--- src/rtl/sensor_spi_reader.sv ---
// SPI master for the external 8-bit ADC. Each trigger converts the moisture channel,
// then the light channel, and publishes both bytes together with a one-cycle strobe.
module sensor_spi_reader #(
  parameter int         CLK_DIV       = 4,
  parameter int         SAMPLE_PERIOD = 1000,
  parameter logic [2:0] M_CHAN        = 3'd0,
  parameter logic [2:0] L_CHAN        = 3'd1
) (
  input  logic       clk,
  input  logic       reset,
  input  logic       sample_req,
  input  logic       miso,
  output logic       sclk,
  output logic       cs_n,
  output logic       mosi,
  output logic [7:0] m_sense,
  output logic [7:0] l_sense,
  output logic       sample_valid,
  output logic       busy
);

  localparam int DIV_W = (CLK_DIV > 1) ? $clog2(CLK_DIV) : 1;
  localparam int TMR_W = $clog2(SAMPLE_PERIOD);
  localparam logic [DIV_W-1:0] DIV_MAX = DIV_W'(CLK_DIV - 1);
  localparam logic [TMR_W-1:0] TMR_MAX = TMR_W'(SAMPLE_PERIOD - 1);

  typedef enum logic [2:0] {
    S_IDLE,
    S_SETUP,
    S_SHIFT,
    S_HOLD,
    S_GAP,
    S_DONE
  } state_t;

  state_t           state;
  state_t           state_next;
  logic [DIV_W-1:0] div_cnt;
  logic [4:0]       half_cnt;
  logic             chan_sel;
  logic [7:0]       shift_reg;
  logic [7:0]       m_data;
  logic [TMR_W-1:0] timer;
  logic             pending;

  logic       tick;
  logic       trigger;
  logic       div_last;
  logic       sample_edge;
  logic [7:0] cmd;

  assign tick     = (timer == TMR_MAX);
  assign trigger  = tick | sample_req;
  assign div_last = (div_cnt == DIV_MAX);
  assign cmd      = {5'b11000, (chan_sel ? L_CHAN : M_CHAN)};

  // half_cnt[4:1] is the SCLK period index, half_cnt[0] the high half; only the
  // reply bits (8..15) are captured, on the first clk of each high half.
  assign sample_edge = (state == S_SHIFT) && half_cnt[0] && half_cnt[4] && (div_cnt == '0);

  // ---------------------------------------------------------------------------
  // State register
  // ---------------------------------------------------------------------------
  // NOTE: sequential state uses non-blocking assignments so every register samples
  // the pre-edge values; blocking here would create order-dependent simulation.
  always_ff @(posedge clk) begin
    if (reset) state <= S_IDLE;
    else       state <= state_next;
  end

  // ---------------------------------------------------------------------------
  // Next-state logic
  // ---------------------------------------------------------------------------
  // NOTE: every always_comb output gets a default first, so no path leaves it
  // unassigned and no latch is inferred.
  always_comb begin
    state_next = state;
    unique case (state)
      S_IDLE:  if (trigger) state_next = S_SETUP;
      S_SETUP: if (div_last) state_next = S_SHIFT;
      S_SHIFT: if (div_last && (half_cnt == 5'd31)) state_next = S_HOLD;
      S_HOLD:  if (div_last) state_next = chan_sel ? S_DONE : S_GAP;
      S_GAP:   if (div_last) state_next = S_SETUP;
      S_DONE:  state_next = (pending || trigger) ? S_SETUP : S_IDLE;
      default: state_next = S_IDLE;
    endcase
  end

  // ---------------------------------------------------------------------------
  // Sample timer and pending-trigger flag
  // ---------------------------------------------------------------------------
  always_ff @(posedge clk) begin
    if (reset) begin
      timer   <= '0;
      pending <= 1'b0;
    end else begin
      timer <= tick ? '0 : timer + 1'b1;
      // A trigger seen in DONE restarts directly, so the flag is consumed there.
      if (state == S_DONE)                      pending <= 1'b0;
      else if ((state != S_IDLE) && trigger)    pending <= 1'b1;
    end
  end

  // ---------------------------------------------------------------------------
  // Phase counters and channel select
  // ---------------------------------------------------------------------------
  always_ff @(posedge clk) begin
    if (reset) begin
      div_cnt  <= '0;
      half_cnt <= '0;
      chan_sel <= 1'b0;
    end else begin
      if (state_next != state)  div_cnt <= '0;
      else if (state != S_IDLE) div_cnt <= div_last ? '0 : div_cnt + 1'b1;

      if (state != S_SHIFT)  half_cnt <= '0;
      else if (div_last)     half_cnt <= half_cnt + 1'b1;

      if ((state == S_IDLE) || (state == S_DONE)) chan_sel <= 1'b0;
      else if (state == S_GAP)                    chan_sel <= 1'b1;
    end
  end

  // ---------------------------------------------------------------------------
  // Data capture; both readings publish together on entry to DONE
  // ---------------------------------------------------------------------------
  always_ff @(posedge clk) begin
    if (reset) begin
      shift_reg <= '0;
      m_data    <= '0;
      m_sense   <= '0;
      l_sense   <= '0;
    end else begin
      if (sample_edge) shift_reg <= {shift_reg[6:0], miso};

      if ((state == S_HOLD) && div_last) begin
        if (!chan_sel) begin
          m_data <= shift_reg;
        end else begin
          m_sense <= m_data;
          l_sense <= shift_reg;
        end
      end
    end
  end

  // ---------------------------------------------------------------------------
  // Outputs decoded from registered state only
  // ---------------------------------------------------------------------------
  always_comb begin
    cs_n         = 1'b1;
    sclk         = 1'b0;
    mosi         = 1'b0;
    sample_valid = 1'b0;
    busy         = (state != S_IDLE);
    unique case (state)
      S_SETUP: begin
        cs_n = 1'b0;
        mosi = cmd[7];
      end
      S_SHIFT: begin
        cs_n = 1'b0;
        sclk = half_cnt[0];
        // mosi follows the period index, so it only moves as sclk falls.
        if (!half_cnt[4]) mosi = cmd[3'd7 - half_cnt[3:1]];
      end
      S_HOLD:  cs_n = 1'b0;
      S_DONE:  sample_valid = 1'b1;
      default: ;
    endcase
  end

endmodule

--- config.mk ---
export PLATFORM = sky130hd
export DESIGN_NAME = sensor_spi_reader
export DESIGN_NICKNAME = d
export VERILOG_FILES = /design/src/rtl/sensor_spi_reader.sv
export SDC_FILE = /design/constraint.sdc
export NUM_CORES = 1
export LEC_CHECK = 0
export CORE_MARGIN = 8
export CORE_UTILIZATION = 59
export DETAILED_ROUTE_END_ITERATION = 8
export PLACE_DENSITY = 0.83
export SYNTH_ARGS = -nofsm -noshare
export SYNTH_HDL_FRONTEND = slang
export SYNTH_SLANG_ARGS = --single-unit
--- constraint.sdc ---
create_clock -name clk -period 3.6 [get_ports clk]
set_input_delay 0.36 -clock clk [delete_from_list [all_inputs] [get_ports clk]]
set_output_delay 0.36 -clock clk [all_outputs]
set_load 0.01 [all_outputs]
# Word-level counts from Yosys, hierarchy flattened
# Index checks and enable logic that the tools add are counted.
# word_totals
regBits	54
out_inout_bits	21
# op_classes
addsub	4
order_cmp	1
eq_ne	10
n_mux	17
n_bitwise	2
n_reduce_logical	19
# op_table
operator	count
3-bit case mux with 6 select lines	1
3-bit 2-to-1 mux	5
10-bit by 1-bit adder with 10-bit output (second input constant)	1
10-bit equality test (second input constant)	1
2-bit OR reduction	5
1-bit 2-to-1 mux	8
3-bit by 2-bit equality test with 1-bit output (second input constant)	2
3-bit equality test (second input constant)	2
1-bit logical AND	6
5-bit by 1-bit adder with 5-bit output (second input constant)	1
5-bit equality test (second input constant)	1
3-bit by 4-bit less-than comparator with 1-bit output (second input constant)	1
2-bit AND reduction	2
1-bit binary-select mux with 3-bit select	1
3-bit by 1-bit equality test with 1-bit output (second input constant)	1
3-bit zero test	1
3-bit by 2-bit inequality test with 1-bit output (second input constant)	1
3-bit inequality test	1
3-bit nonzero test	1
3-bit OR reduction	1
3-bit subtractor (first input constant)	1
2-bit by 1-bit adder with 2-bit output (second input constant)	1
2-bit equality test (second input constant)	1
2-bit zero test	1
other kinds (5)	6

# Logic depth before layout (Yosys ltp)
# Gate-level depths: netlist of the first run.
# depth
ltp_word	7
ltp_mapped	7
ltp_nobuf	7

# Worst setup path before layout of the first run
# Ideal clock, no wire load.
# synth_path
path_type	register to register
startpoint	reg half_cnt[0]
endpoint	reg div_cnt[0]
setup_ns	0.086
arrival_ns	1.541
t_required_ns	3.514
setup_slack_ns	1.974
stages_incl_launch_ff	8
path_buffers	0
period_less_slack_ns	1.626
path_cell_list	dfxtp_1 ha_1 and3_1 ha_1 and3b_1 o211ai_2 o2111ai_2 a211oi_1
# synth_between
elab_chain_cells	6
# synth_rtl
item	line	rtl
from (decl)	39	logic [4:0] half_cnt;
from (signal assigned)	117	else if (div_last) half_cnt <= half_cnt + 1'b1;
5-bit equality test	81	S_SHIFT: if (div_last && (half_cnt == 5'd31)) state_next = S_HOLD;
1-bit logical AND	81	
3-bit 2-to-1 mux	81	
3-bit case mux with 6 select lines	78	unique case (state)
3-bit inequality test	113	if (state_next != state) div_cnt <= '0;
2-bit OR reduction (no line)	n/a	
to (signal assigned)	114	else if (state != S_IDLE) div_cnt <= div_last ? '0 : div_cnt + 1'b1;
to (decl)	38	logic [DIV_W-1:0] div_cnt;
# No other way between the ends.
# A chain may end at the register's enable or synchronous reset.

# Final worst setup path of the first run
# layout_path
startpoint	reg state[1]
endpoint	out busy
# layout_between
elab_chain_cells	1
# layout_rtl
item	line	rtl
from (decl)	36	state_t state;
from (signal assigned)	68	else state <= state_next;
3-bit nonzero test	155	busy = (state != S_IDLE);
to (decl)	19	output logic busy
# No other way between the ends.

==> parameters.txt, run 1 <==
Parameter                              Value

Timing
  TNS Setup    0 ns
  RSZ-0062 raised after global routing    false
  Count of pins over their slew limit    0
  Shortest period the worst path allows    around 2.3 ns
  Fin Clk Skew    about 0.01 ns
  Achievable clock frequency    434 MHz
  Worst slew margin relative to its limit    0.594
  Final cycle utilization of the critical path    0.641
  Number of hold violations in the final report    0
  Slew of the pin with the lowest slew margin    0.604 ns
  Total setup violations reported at the end of the flow    0

Floorplan
  Number of placement rows    22
  Die boundary width    78.4 um
  Count of boundary I/O pins    25
  Initial core utilization    0.619
  DIE AREA    6150 sq um
  Placeable Area    3720 sq um
  Vertical extent of the die    just under 80 um

Place
  Cell area reported after detailed placement    ~2500 sq um
  Buffers on Ports    24
  Final HPWL from detailed placement    2770 um
  Cell Count Post-Placement    298
  Routability congestion estimate from global placement    0.807

Setup path
  Sort of element at the start of the critical path    register
  Worst setup path class    register to output pin
  Type of destination of the critical path    output pin
  Data arrival at the endpoint of the critical path    1.95 ns
  WP data required    3.24 ns
  CP max FO    14

GRT
  Number of antenna violations at the first check in global routing    0
  Via count of the first global-routing pass    ~1500
  M2 GR Usage    0.211
  First-pass GRT wire length    6670 um
  Largest net degree at the start of global routing    43
  Global-route met3 utilization    0.0376
  Busiest layer in global routing    met2
  GRT met1 Usage    0.161
  Global router's overall resource usage    0.131
  GR Overflow Total    0

Synthesis
  Number of enable-type register cells in the synthesized netlist    0
  Flip-flop cell with the highest count after synthesis    sky130_fd_sc_hd__dfxtp_1
  Sequential share of the synthesized area    0.470
  Post-Synthesis Cell Area    2300 sq um
  Share of flip-flops with an asynchronous set or reset    0
  Number of distinct library cells after synthesis    40
  Cells after Synth    236
  Syn Area/Cell    a little under 10 sq um
  Syn Nets    about 250
  Yosys Warn Count    0
  #FFs+latches synth    54

Drt
  Total DRC errors in the routed layout    0
  Detail-routed via count per cell    5.31
  First-iteration detailed-routing DRC count    76
  Detailed Routing Iterations Pass 1    4
  Final ANT Viol Nets    0
  Routed wire length per instance    13.0 um
  Vias    1625
  Final Routed Wirelength    3970 um

Layout
  Final-stage net count    266
  Fraction of final layout cells with drive strength greater than 1    0.0659
  Ant diodes    0
  Post-layout instance count excluding filler cells    between 300 and 400
  Max reg flops    10
  Layout area overhead    16.9%
  Reg with most FFs    timer
  Post-route cell area    2690 sq um

Clock tree
  Root buffer cell    sky130_fd_sc_hd__clkbuf_8
  CTS HTree Levels    2
  Setup fix buffers added after clock tree synthesis    0
  TritonCTS clock tree    yes
  CTS-repair resized insts    0
  Clock latency on the worst-skew pair    0.30 ns
  Number of buffers between clock root and the deepest sink    2
  Clock-pin slew reported for the worst setup and hold paths after clock tree synthesis    roughly 0.10 ns
  CTS Buf Count    5
  Number of hold buffers added after CTS    0
  Count of clock tree sinks    54

Pwr
  Pwr per Cell Area    425 nW/um^2
  Leakage power total    1.10 nW
  Peak VDD IR    between 0.2 and 0.3 mV

Run
  Number of maximum-capacitance violations    0

Outcome
  Result of the run    complete, no violations

Worst hold path
  Type of the tightest min-delay check    register to register
[layer usage]
layer / part of all wire / wire (um)
met1: 0.48 / 1900
met2: 0.46 / 1830
met3: 0.045 / 180
met5: 0 / 0
met4: 0.014 / 54
[kinds of logic (layout without fill, tap and decap cells)]
kind of cell	after synthesis	after routing	synth area share
buf+inv	20	42	0.0419
fa+ha+maj	5	5	0.0272
mux	35	35	0.152
compound gates	18	18	0.0582
xor+xnor	12	12	0.0457
flops	54	54	0.470
simple gates	92	92	0.204
[synthesized netlist by cell type, drive strengths merged, types with 2 or more instances]
cell type / n / area, sq um
or2: 2 / 12.5
xor2: 6 / 52.6
o21a: 2 / 15.0
and3: 3 / 18.8
ha: 5 / 62.6
nor3: 5 / 25.0
buf: 7 / 47.6
nor2: 53 / 206
nand4: 5 / 46.3
nand2: 8 / 30.0
a21oi: 3 / 15.0
dfxtp: 54 / 1080
a211oi: 3 / 22.5
mux2i: 35 / 350
clkbuf: 4 / 15.0
nand2b: 2 / 12.5
o21ai: 4 / 20.0
inv: 9 / 33.8
nor2b: 3 / 18.8
nand3: 3 / 15.0
xnor2: 6 / 52.6
[per-stage QoR]
step | utilization | hold slack, ns | power, mW | worst slack, ns
finish | 0.723 | 0.451 | 1.14 | 1.29
CTS | 0.723 | 0.456 | 1.15 | 1.30
global placement | 0.685 | 0.429 | 0.668 | 1.66
detailed placement | 0.685 | 0.443 | 0.668 | 1.64
global route | 0.723 | 0.480 | 1.18 | 1.20
floorplan | - | 0.418 | 0.653 | 1.97
[worst max-delay path, stage by stage (launching register included)]
cell and delay, ns:
sky130_fd_sc_hd__dfxtp_1 0.45, sky130_fd_sc_hd__nor3_1 0.56, sky130_fd_sc_hd__inv_1 0.12, sky130_fd_sc_hd__clkdlybuf4s50_1 0.50
[power by group]
group / switching [mW] / total (mW) / internal (mW)
clock network: 0.191 / 0.488 / 0.296
logic: 0.0245 / 0.0444 / 0.0199
registers: 0.00736 / 0.610 / 0.602
[worst paths after layout]
check                     to  slack [ns]  cells after the start       start
setup / recovery        busy        1.29                      3    state[1]
hold / removal      timer[0]        0.45                      1    timer[0]
setup reg to reg  m_sense[3]        1.65                      4  div_cnt[0]
hold reg to reg     timer[0]        0.45                      1    timer[0]
[placed cells by master, fill, tap and decap left out, types with 2 or more instances in the layout]
| cell | n |
|---|---|
| sky130_fd_sc_hd__a211oi_1 | 3 |
| sky130_fd_sc_hd__a21oi_1 | 3 |
| sky130_fd_sc_hd__and3_1 | 3 |
| sky130_fd_sc_hd__bufinv_16 | 2 |
| sky130_fd_sc_hd__clkbuf_8 | 6 |
| sky130_fd_sc_hd__clkdlybuf4s50_1 | 24 |
| sky130_fd_sc_hd__dfxtp_1 | 54 |
| sky130_fd_sc_hd__ha_1 | 5 |
| sky130_fd_sc_hd__inv_1 | 9 |
| sky130_fd_sc_hd__mux2i_1 | 35 |
| sky130_fd_sc_hd__nand2_1 | 8 |
| sky130_fd_sc_hd__nand2b_1 | 2 |
| sky130_fd_sc_hd__nand3_1 | 3 |
| sky130_fd_sc_hd__nand4_1 | 4 |
| sky130_fd_sc_hd__nor2_1 | 52 |
| sky130_fd_sc_hd__nor2b_1 | 3 |
| sky130_fd_sc_hd__nor3_1 | 5 |
| sky130_fd_sc_hd__o21a_1 | 2 |
| sky130_fd_sc_hd__o21ai_0 | 3 |
| sky130_fd_sc_hd__xnor2_1 | 6 |
| sky130_fd_sc_hd__xor2_1 | 6 |
[final cells by class]
type	count	area (sq um)
Clock buffer	6	82.6
Clock inverter	2	60.1
Fill cell	285	1030
Inverter	9	33.8
Multi-Input combinational cell	162	1120
Sequential cell	54	1080
Tap cell	48	60.1
Timing Repair Buffer	25	248
Note: power is estimated with default switching activity, not from simulation.
==> run 2: changes to the inputs <==
Settings changed: CORE_UTILIZATION 59 to 50, PLACE_DENSITY 0.83 to 0.75.
Clock period 3.6 ns to 1.9 ns, I/O delays scaled along.
==> parameters.txt, run 2 (same netlist as run 1, synthesis figures left out) <==
Parameter                              Value

Setup path
  CP cell instances    buf_4, o21ai_0, clkdlybuf4s50_1 (was nor3_1, inv_1, clkdlybuf4s50_1)
  Buf/Inv on CP    2 (unchanged)
  Path length in cells of the critical path    3 (unchanged)
  Critical path's largest stage delay    0.57 ns (was 0.56 ns)
  Startpoint of the worst register-to-register path    half_cnt[0] (was div_cnt[0])
  Capture point of the worst reg-to-reg path    div_cnt[0] (was m_sense[3])
  Type of destination of the critical path    output pin (unchanged)
  Worst setup path class    register to output pin (unchanged)
  Slowest cell on the critical path    sky130_fd_sc_hd__clkdlybuf4s50_1 (was sky130_fd_sc_hd__nor3_1)
  Family with the most delay on the worst path    buffers and inverters (unchanged)
  Slack of the worst reg-to-reg path    0.15 ns (was 1.65 ns)
  Sort of element at the start of the critical path    register (unchanged)
  WP data required    1.71 ns (was 3.24 ns)
  CP max FO    10 (was 14)
  Data arrival at the endpoint of the critical path    1.61 ns (was 1.95 ns)
  R2r worst-path depth    7 (was 4)

Run
  Number of maximum-capacitance violations    0 (unchanged)

Floorplan
  Count of boundary I/O pins    25 (unchanged)
  Vertical extent of the die    83.8 um (was 78.4 um)
  DIE AREA    7020 sq um (was 6150 sq um)
  Number of placement rows    24 (was 22)
  Die boundary width    83.8 um (was 78.4 um)
  Placeable Area    4380 sq um (was 3720 sq um)
  Initial core utilization    0.524 (was 0.619)

Layout
  Reg with most FFs    timer (unchanged)
  Fillcell total    375 (was 285)
  Final-stage net count    273 (was 266)
  Ant diodes    0 (unchanged)
  Post-layout instance count excluding filler cells    316 (was 306)
  Most used cells in the layout excluding fill and tap cells    sky130_fd_sc_hd__nor2_1, sky130_fd_sc_hd__dfxtp_1, sky130_fd_sc_hd__mux2i_1 (was sky130_fd_sc_hd__dfxtp_1, sky130_fd_sc_hd__nor2_1, sky130_fd_sc_hd__mux2i_1)
  Layout area overhead    17.2% (was 16.9%)
  Fraction of final layout cells with drive strength greater than 1    0.0985 (was 0.0659)
  Max reg flops    10 (unchanged)

GRT
  Number of antenna violations at the first check in global routing    0 (unchanged)
  First-pass GRT wire length    7380 um (was 6670 um)
  Global router's overall resource usage    0.124 (was 0.131)
  Largest net degree at the start of global routing    21 (was 43)
  GR Overflow Total    0 (unchanged)
  Via count of the first global-routing pass    1585 (was 1473)

Drt
  Met3 wirelength from detailed routing    191 um (was 180 um)
  Final Routed Wirelength    4410 um (was 3970 um)
  Detailed Routing Iterations Pass 1    5 (was 4)
  Final ANT Viol Nets    0 (unchanged)
  Met2 Wirelength    1990 um (was 1830 um)
  Vias    1689 (was 1625)
  Highest routing layer actually used    met4 (unchanged)
  First-iteration detailed-routing DRC count    133 (was 76)
  Wire length the detailed router placed on met1    2160 um (was 1900 um)
  Detail-routed via count per cell    5.34 (was 5.31)
  Total DRC errors in the routed layout    0 (unchanged)
  Routed wire length per instance    13.9 um (was 13.0 um)

Place
  Cell Count Post-Placement    309 (was 298)
  Routability congestion estimate from global placement    0.781 (was 0.807)
  Buffers on Ports    24 (unchanged)
  Post-placement worst setup slack    0.172 ns (was 1.64 ns)
  Final HPWL from detailed placement    3090 um (was 2770 um)

Timing
  Number of hold violations in the final report    0 (unchanged)
  Achievable clock frequency    about 550 MHz
  Shortest period the worst path allows    ~1.8 ns
  RSZ-0062 raised after global routing    false (unchanged)
  Total setup violations reported at the end of the flow    0 (unchanged)
  Fin Clk Skew    0.00408 ns (was 0.0101 ns)
  Final cycle utilization of the critical path    0.950
  TNS Setup    0 ns (unchanged)
  Worst slew margin relative to its limit    0.708 (was 0.594)
  Slew of the pin with the lowest slew margin    0.437 ns (was 0.604 ns)
  Worst slack on hold paths    0.462 ns (was 0.451 ns)
  Count of pins over their slew limit    0 (unchanged)
  Final WS setup    0.0957 ns (was 1.29 ns)

Worst hold path
  Min-Delay Startpoint    timer[0] (unchanged)
  Type of the tightest min-delay check    register to register (unchanged)
  Hold Path Sink    timer[0] (unchanged)
  Number of cells on the worst hold path    1 (unchanged)

Clock tree
  Number of hold buffers added after CTS    0 (unchanged)
  TritonCTS clock tree    yes (unchanged)
  CTS Buf Count    5 (unchanged)
  Clock-pin slew reported for the worst setup and hold paths after clock tree synthesis    0.09 ns (was 0.10 ns)
  Number of buffers between clock root and the deepest sink    2 (unchanged)
  Count of clock tree sinks    54 (unchanged)
  CTS HTree Levels    2 (unchanged)
  Clock latency on the worst-skew pair    0.30 ns (about the same)
  Root buffer cell    sky130_fd_sc_hd__clkbuf_8 (unchanged)

Outcome
  Result of the run    complete, no violations (unchanged)

Pwr
  Peak VDD IR    0.453 mV (was 0.288 mV)
  Leakage power total    1.14 nW (was 1.10 nW)
  Pwr per Cell Area    697 nW/um^2 (was 425 nW/um^2)
[run 2: worst register-to-register path, stage by stage (launching register included)]
cell and delay, ns:
sky130_fd_sc_hd__dfxtp_1 0.35, sky130_fd_sc_hd__ha_1 0.21, sky130_fd_sc_hd__and3_1 0.19, sky130_fd_sc_hd__ha_1 0.17
sky130_fd_sc_hd__and3b_1 0.18, sky130_fd_sc_hd__o211ai_2 0.17, sky130_fd_sc_hd__o2111ai_2 0.16, sky130_fd_sc_hd__a211oi_1 0.25
[run 2: power by group]
group / total (mW) / leakage (nW) / internal [mW] / switching (mW)
registers: 1.15 / 0.437 / 1.14 / 0.00954
logic: 0.0972 / 0.657 / 0.0426 / 0.0545
clock network: 0.631 / 0.0444 / 0.256 / 0.375
total: 1.88 / 1.14 / 1.44 / 0.439
[run 2: repair_timing]
action | 4_1_cts | 5_1_grt
resized for setup | 5 | 2
setup buffers | 0 | 0
gates cloned | 0 | 0
pin swaps | 0 | 0
endpoints found under the setup margin | 2 | 2
[run 2: stage by stage]
step	total power [mW]	utilization	area (sq um)
final	1.88	0.614	2690
after global routing	1.95	0.614	2690
after CTS	1.88	0.613	2690
after detailed placement	1.28	0.593	2600
after global placement	1.27	0.593	2600
after floorplan	1.24	-	2300
[run 2: how the worst max path moves through the flow]
stage	endpoint	slack, ns	from
floorplan	div_cnt[0]	0.27	half_cnt[0]
global placement	mosi	0.20	chan_sel
detailed placement	div_cnt[0]	0.17	half_cnt[0]
CTS	sclk	0.02	state[2]
global route	timer[7]	0.01	timer[0]
finish	cs_n	0.1	state[1]
[run 2: area by class of cell]
| cell class | instances | area, sq um | area share |
|---|---|---|---|
| clock buffers | 5 | 68.8 | 0.0255 |
| clock inverters | 2 | 13.8 | 0.00511 |
| inverters | 9 | 33.8 | 0.0125 |
| multi-input cells | 162 | 1130 | 0.418 |
| flip-flops and latches | 54 | 1090 | 0.403 |
| well taps | 52 | 65.1 | 0.0242 |
| repair buffers | 32 | 300 | 0.111 |
[run 2: metal layers]
metal | GRT usage | vias to the layer above
met5 | 0 | -
met4 | 0.0471 | 0
met3 | 0.0381 | 7
met2 | 0.193 | 36
met1 | 0.154 | 788
li1 | - | 858
